[src/rtl/mem_port_arbiter.sv]
// mem_port_arbiter: shares the single memory port between fetch and data.
// MEM wins by default; a starvation counter forces IF through after MAX_WAIT losses.
module mem_port_arbiter #(
  parameter int unsigned LAT      = 2,
  parameter int unsigned MAX_WAIT = 2
) (
  input  logic clk,
  input  logic rst_n,
  input  logic if_req,
  input  logic mem_req,
  input  logic mem_we,
  input  logic flush,
  output logic if_gnt,
  output logic mem_gnt,
  output logic if_done,
  output logic mem_done,
  output logic stall_if,
  output logic stall_mem,
  output logic port_en,
  output logic port_sel,
  output logic port_we
);

  typedef enum logic [1:0] {
    IDLE,
    BUSY_IF,
    BUSY_MEM
  } state_t;

  localparam logic [3:0] LAT_C  = 4'(LAT);
  localparam logic [2:0] WAIT_C = 3'(MAX_WAIT);

  state_t     state;
  state_t     state_n;
  logic [3:0] cnt;
  logic [3:0] cnt_n;
  logic [2:0] starve;
  logic [2:0] starve_n;
  logic       kill;
  logic       kill_n;

  logic if_gnt_n;
  logic mem_gnt_n;
  logic if_done_n;
  logic mem_done_n;
  logic port_en_n;
  logic port_sel_n;
  logic port_we_n;

  logic if_ok;
  logic if_win;
  logic last;

  // A fetch raised in a flush cycle is already stale and never competes.
  assign if_ok  = if_req & ~flush;
  assign if_win = if_ok & (~mem_req | (starve == WAIT_C));
  assign last   = (cnt == 4'd1);

  assign stall_if  = if_req & ~if_done;
  assign stall_mem = mem_req & ~mem_done;

  always_comb begin
    state_n    = state;
    cnt_n      = cnt;
    starve_n   = starve;
    kill_n     = kill;
    if_gnt_n   = 1'b0;
    mem_gnt_n  = 1'b0;
    if_done_n  = 1'b0;
    mem_done_n = 1'b0;
    port_en_n  = port_en;
    port_sel_n = port_sel;
    port_we_n  = port_we;
    unique case (state)
      IDLE: begin
        kill_n = 1'b0;
        if (if_win) begin
          state_n    = BUSY_IF;
          if_gnt_n   = 1'b1;
          cnt_n      = LAT_C;
          starve_n   = 3'd0;
          port_en_n  = 1'b1;
          port_sel_n = 1'b0;
          port_we_n  = 1'b0;
        end else if (mem_req) begin
          state_n    = BUSY_MEM;
          mem_gnt_n  = 1'b1;
          cnt_n      = LAT_C;
          port_en_n  = 1'b1;
          port_sel_n = 1'b1;
          port_we_n  = mem_we;
          if (if_ok && (starve != WAIT_C))
            starve_n = starve + 3'd1;
        end
      end
      BUSY_IF: begin
        cnt_n = cnt - 4'd1;
        if (flush)
          kill_n = 1'b1;
        // Squashed fetch still occupies the port until expiry.
        if (last) begin
          state_n    = IDLE;
          if_done_n  = ~(kill | flush);
          kill_n     = 1'b0;
          port_en_n  = 1'b0;
          port_sel_n = 1'b0;
        end
      end
      BUSY_MEM: begin
        cnt_n = cnt - 4'd1;
        if (last) begin
          state_n    = IDLE;
          mem_done_n = 1'b1;
          port_en_n  = 1'b0;
          port_sel_n = 1'b0;
          port_we_n  = 1'b0;
        end
      end
      default: begin
        state_n = IDLE;
      end
    endcase
  end

  always_ff @(posedge clk or negedge rst_n) begin
    if (!rst_n) begin
      state    <= IDLE;
      cnt      <= 4'd0;
      starve   <= 3'd0;
      kill     <= 1'b0;
      if_gnt   <= 1'b0;
      mem_gnt  <= 1'b0;
      if_done  <= 1'b0;
      mem_done <= 1'b0;
      port_en  <= 1'b0;
      port_sel <= 1'b0;
      port_we  <= 1'b0;
    end else begin
      state    <= state_n;
      cnt      <= cnt_n;
      starve   <= starve_n;
      kill     <= kill_n;
      if_gnt   <= if_gnt_n;
      mem_gnt  <= mem_gnt_n;
      if_done  <= if_done_n;
      mem_done <= mem_done_n;
      port_en  <= port_en_n;
      port_sel <= port_sel_n;
      port_we  <= port_we_n;
    end
  end

  a_gnt_excl: assert property (
    @(posedge clk) disable iff (!rst_n)
    !(if_gnt && mem_gnt));

  a_done_excl: assert property (
    @(posedge clk) disable iff (!rst_n)
    !(if_done && mem_done));

  a_we_mem: assert property (
    @(posedge clk) disable iff (!rst_n)
    port_we |-> (port_en && port_sel));

  a_starve_sat: assert property (
    @(posedge clk) disable iff (!rst_n)
    starve <= WAIT_C);

endmodule

[config.mk]
export PLATFORM = sky130hd
export DESIGN_NAME = mem_port_arbiter
export DESIGN_NICKNAME = d
export VERILOG_FILES = /design/src/rtl/mem_port_arbiter.sv
export SDC_FILE = /design/constraint.sdc
export NUM_CORES = 1
export LEC_CHECK = 0
export ABC_AREA = 1
export CAP_MARGIN = 20
export CORE_UTILIZATION = 35
export CTS_BUF_LIST = sky130_fd_sc_hd__clkbuf_16
export DETAILED_ROUTE_END_ITERATION = 8
export GPL_ROUTABILITY_DRIVEN = 0
export MAX_ROUTING_LAYER = met4
export PLACE_DENSITY = 0.67
export SKIP_CTS_REPAIR_TIMING = 1
export SKIP_LAST_GASP = 1
export SLEW_MARGIN = 20
export SYNTH_ARGS = -nofsm -noshare
export SYNTH_HDL_FRONTEND = slang
export SYNTH_SLANG_ARGS = --single-unit
[constraint.sdc]
create_clock -name clk -period 1.5 [get_ports clk]
set_input_delay 0.3 -clock clk [delete_from_list [all_inputs] [get_ports clk]]
set_output_delay 0.3 -clock clk [all_outputs]
set_load 0.03 [all_outputs]
==> impl_metrics.yaml <==
timing:
  finalSetupTns_ns: 0
  hold_viol_final: 0
  slew_viol_final: 0
  period_share_pct: 90.8
  relSlewSlack_pct: 78.5
  rsz0062_at_grt: "false"
  max_freq_ghz: 0.734
  period_minus_slack_ns: 1.36
  whs_ns: 0.375
  tightest_slew_ns: 0.321
  skew_ns: 0.00389
  setup_viol: 0
layout:
  layout-drive-gt1-share_pct: 16.9
  fin_nets: 151
  postLayoutCellArea_um2: 1260
  final_cells: 166
  num_antenna_cells: 0
  syn_to_final_growth_pct: 29.5
power_and_ir_drop:
  leakagePower_nw: 0.747
  ir_drop_uv: 1530
  power.total_mw: 2.49
  power_density_nw_per_um2: 1980
setup_path:
  worst_ep_required_time_ns: 1.20
  path_max_fanout: 3
  r2r-end: "cnt[0]"
  path_class: "input port to output port"
  worstReg2RegStart: "state[0]"
  cp-end-kind: "output port"
  arrival_ns: 1.06
  startpoint: "if_req"
  r2r_slack_ns: 0.15
  crit_path_end: "stall_if"
  crit_path_start_kind: "input port"
  worst_r2r_path_depth: 8
clocking:
  cts.path.max_buffers: 2
  root_buffer: "clkbuf_16"
  cts.clk_slew.worst_paths_ns: 0.05
  htreeDepth: 1
  cts_tree: "yes"
  clock-sinks: 17
  cts-buffers-inserted: 3
  insertion_delay_ns: 0.25
route:
  vias: 760
  drc: 0
  vias_per_cell: 4.58
  drt_iter0_drc: 6
  antenna_left: 0
  wl_per_cell_um: 11.1
  wl_mm: 1.84
  drtPass1Iterations: 4
die:
  fp-row-count: 18
  core_area_um2: 2540
  start_util_pct: 38.1
  io_pins: 15
  die_x_um: 54.6
  fp.dieH_um: 54.6
  die_area_um2: 2980
place:
  io_buffer_count: 14
  dp_cells: 162
  hpwl_mm: 1.36
  postPlaceCellArea_um2: 1160
logic_synthesis:
  yosys.area.top_type_share_pct: 43.9
  synthesis.area_um2: 970
  netlist_instances: 116
  syn_nets: 130
  synth.area.top_cells: "dfrtp_1 44%, nand2_1 13%, ha_1 10%, inv_1 6.6%, nand2_2 3.9%"
  synth_seq_cells: 17
  ys_types: 18
  avgSynthCellArea_um2: 8.36
  yosys.area.top_type: "dfrtp_1"
  seq_area_frac_synth_pct: 43.9
  ys_warn_count: 0
run:
  timing.max_cap.violations: 0
global_route:
  antenna_found_initial: 0
  grt_pass1_wl_mm: 3.02
  grt_max_degree: 18
  grt_usage_pct: 15.5
  grt_pass1_vias: 704
  grt_overflow: 0
run_status:
  outcome: "completed"
hold_path:
  hold_path.class: "input port to async pin"
-- cells in the mapped netlist (all sizes together) --
master,instances
ha,8
o21ai,8
nand4,1
nor4,1
o22ai,1
nand3,6
dfrtp,17
inv,19
nor2,10
a21oi,4
nand2,40
xor2,1
-- routing by layer --
metal,part of all wire [%],track usage [%],wire (um),vias up
met4,2.3,7.69,43,0
met3,7.1,5.00,130,5
met2,43,24.7,795,20
li1,-,-,-,402
met5,0,-,0,-
met1,47,17.4,867,333
-- cell usage in the layout, fill, tap and decap left out --
cell type,count
a21oi_1,4
dlymetal6s2s_1,8
clkbuf_16,3
nor2_1,5
o21ai_1,5
dfrtp_1,17
xor2_1,1
nor2_4,3
nand4_1,1
o21ai_2,3
nand2_1,34
buf_4,4
nand2_2,6
o22ai_1,1
nand3_1,6
nor4_1,1
nor2_2,1
ha_1,8
nor2_8,1
inv_2,2
clkdlybuf4s50_1,4
inv_1,18
-- layout make-up --
cell class,count,area [um^2]
Timing Repair Buffer,16,170
Sequential cell,17,425
Clock inverter,1,3.75
Multi-Input combinational cell,80,473
Inverter,19,71.3
Clock buffer,3,75.1
Fill cell,249,1290
Tap cell,30,37.5
-- where the power goes --
part	switching (mW)	total, mW	internal (mW)
Combinational	0.751	1.21	0.455
Clock	0.181	0.535	0.354
Sequential	0.120	0.750	0.630
-- logic make-up after synthesis --
| family | after synthesis | synth area share [%] |
|---|---|---|
| DFF | 17 | 43.9 |
| AOI/OAI and AO/OA | 13 | 8.00 |
| adders and majority gates | 8 | 10.3 |
| and+or+nand+nor | 58 | 29.5 |
| buffers and inverters | 19 | 7.36 |
| xor gates and xnor gates | 1 | 0.903 |
-- state kept, by name, indices dropped and copies added (netlist names) --
| name | flops |
|---|---|
| if_done | 1 |
| if_gnt | 1 |
| mem_gnt | 1 |
| port_sel | 1 |
| cnt | 4 |
| port_en | 1 |
| port_we | 1 |
| kill | 1 |
| mem_done | 1 |
| starve | 3 |
| state | 2 |
-- per-stage QoR --
stage / worst slack (ns) / utilization, %
detailed placement: -0.0142 / 45.5
global route: 0.00430 / 49.4
finish: 0.138 / 49.4
CTS: -0.0879 / 48.6
global placement: 0.0122 / 45.5
floorplan: 0.259 / -
-- worst min-delay path by stage --
stage          depth (start not counted)  endpoint  slack (ns)
6_report                               2   if_done        0.38
5_1_grt                                2      kill        0.42
4_1_cts                                2   if_done        0.39
3_5_place_dp                           1   if_done        0.46
3_3_place_gp                           1   if_done        0.45
2_1_floorplan                          0    cnt[0]       0.004
-- critical path, cell delays in order --
cell	delay (ns)
clkdlybuf4s50_1	0.47
inv_2	0.06
nor2_1	0.08
buf_4	0.16
No activity file was read; power rests on OpenSTA's default activity.
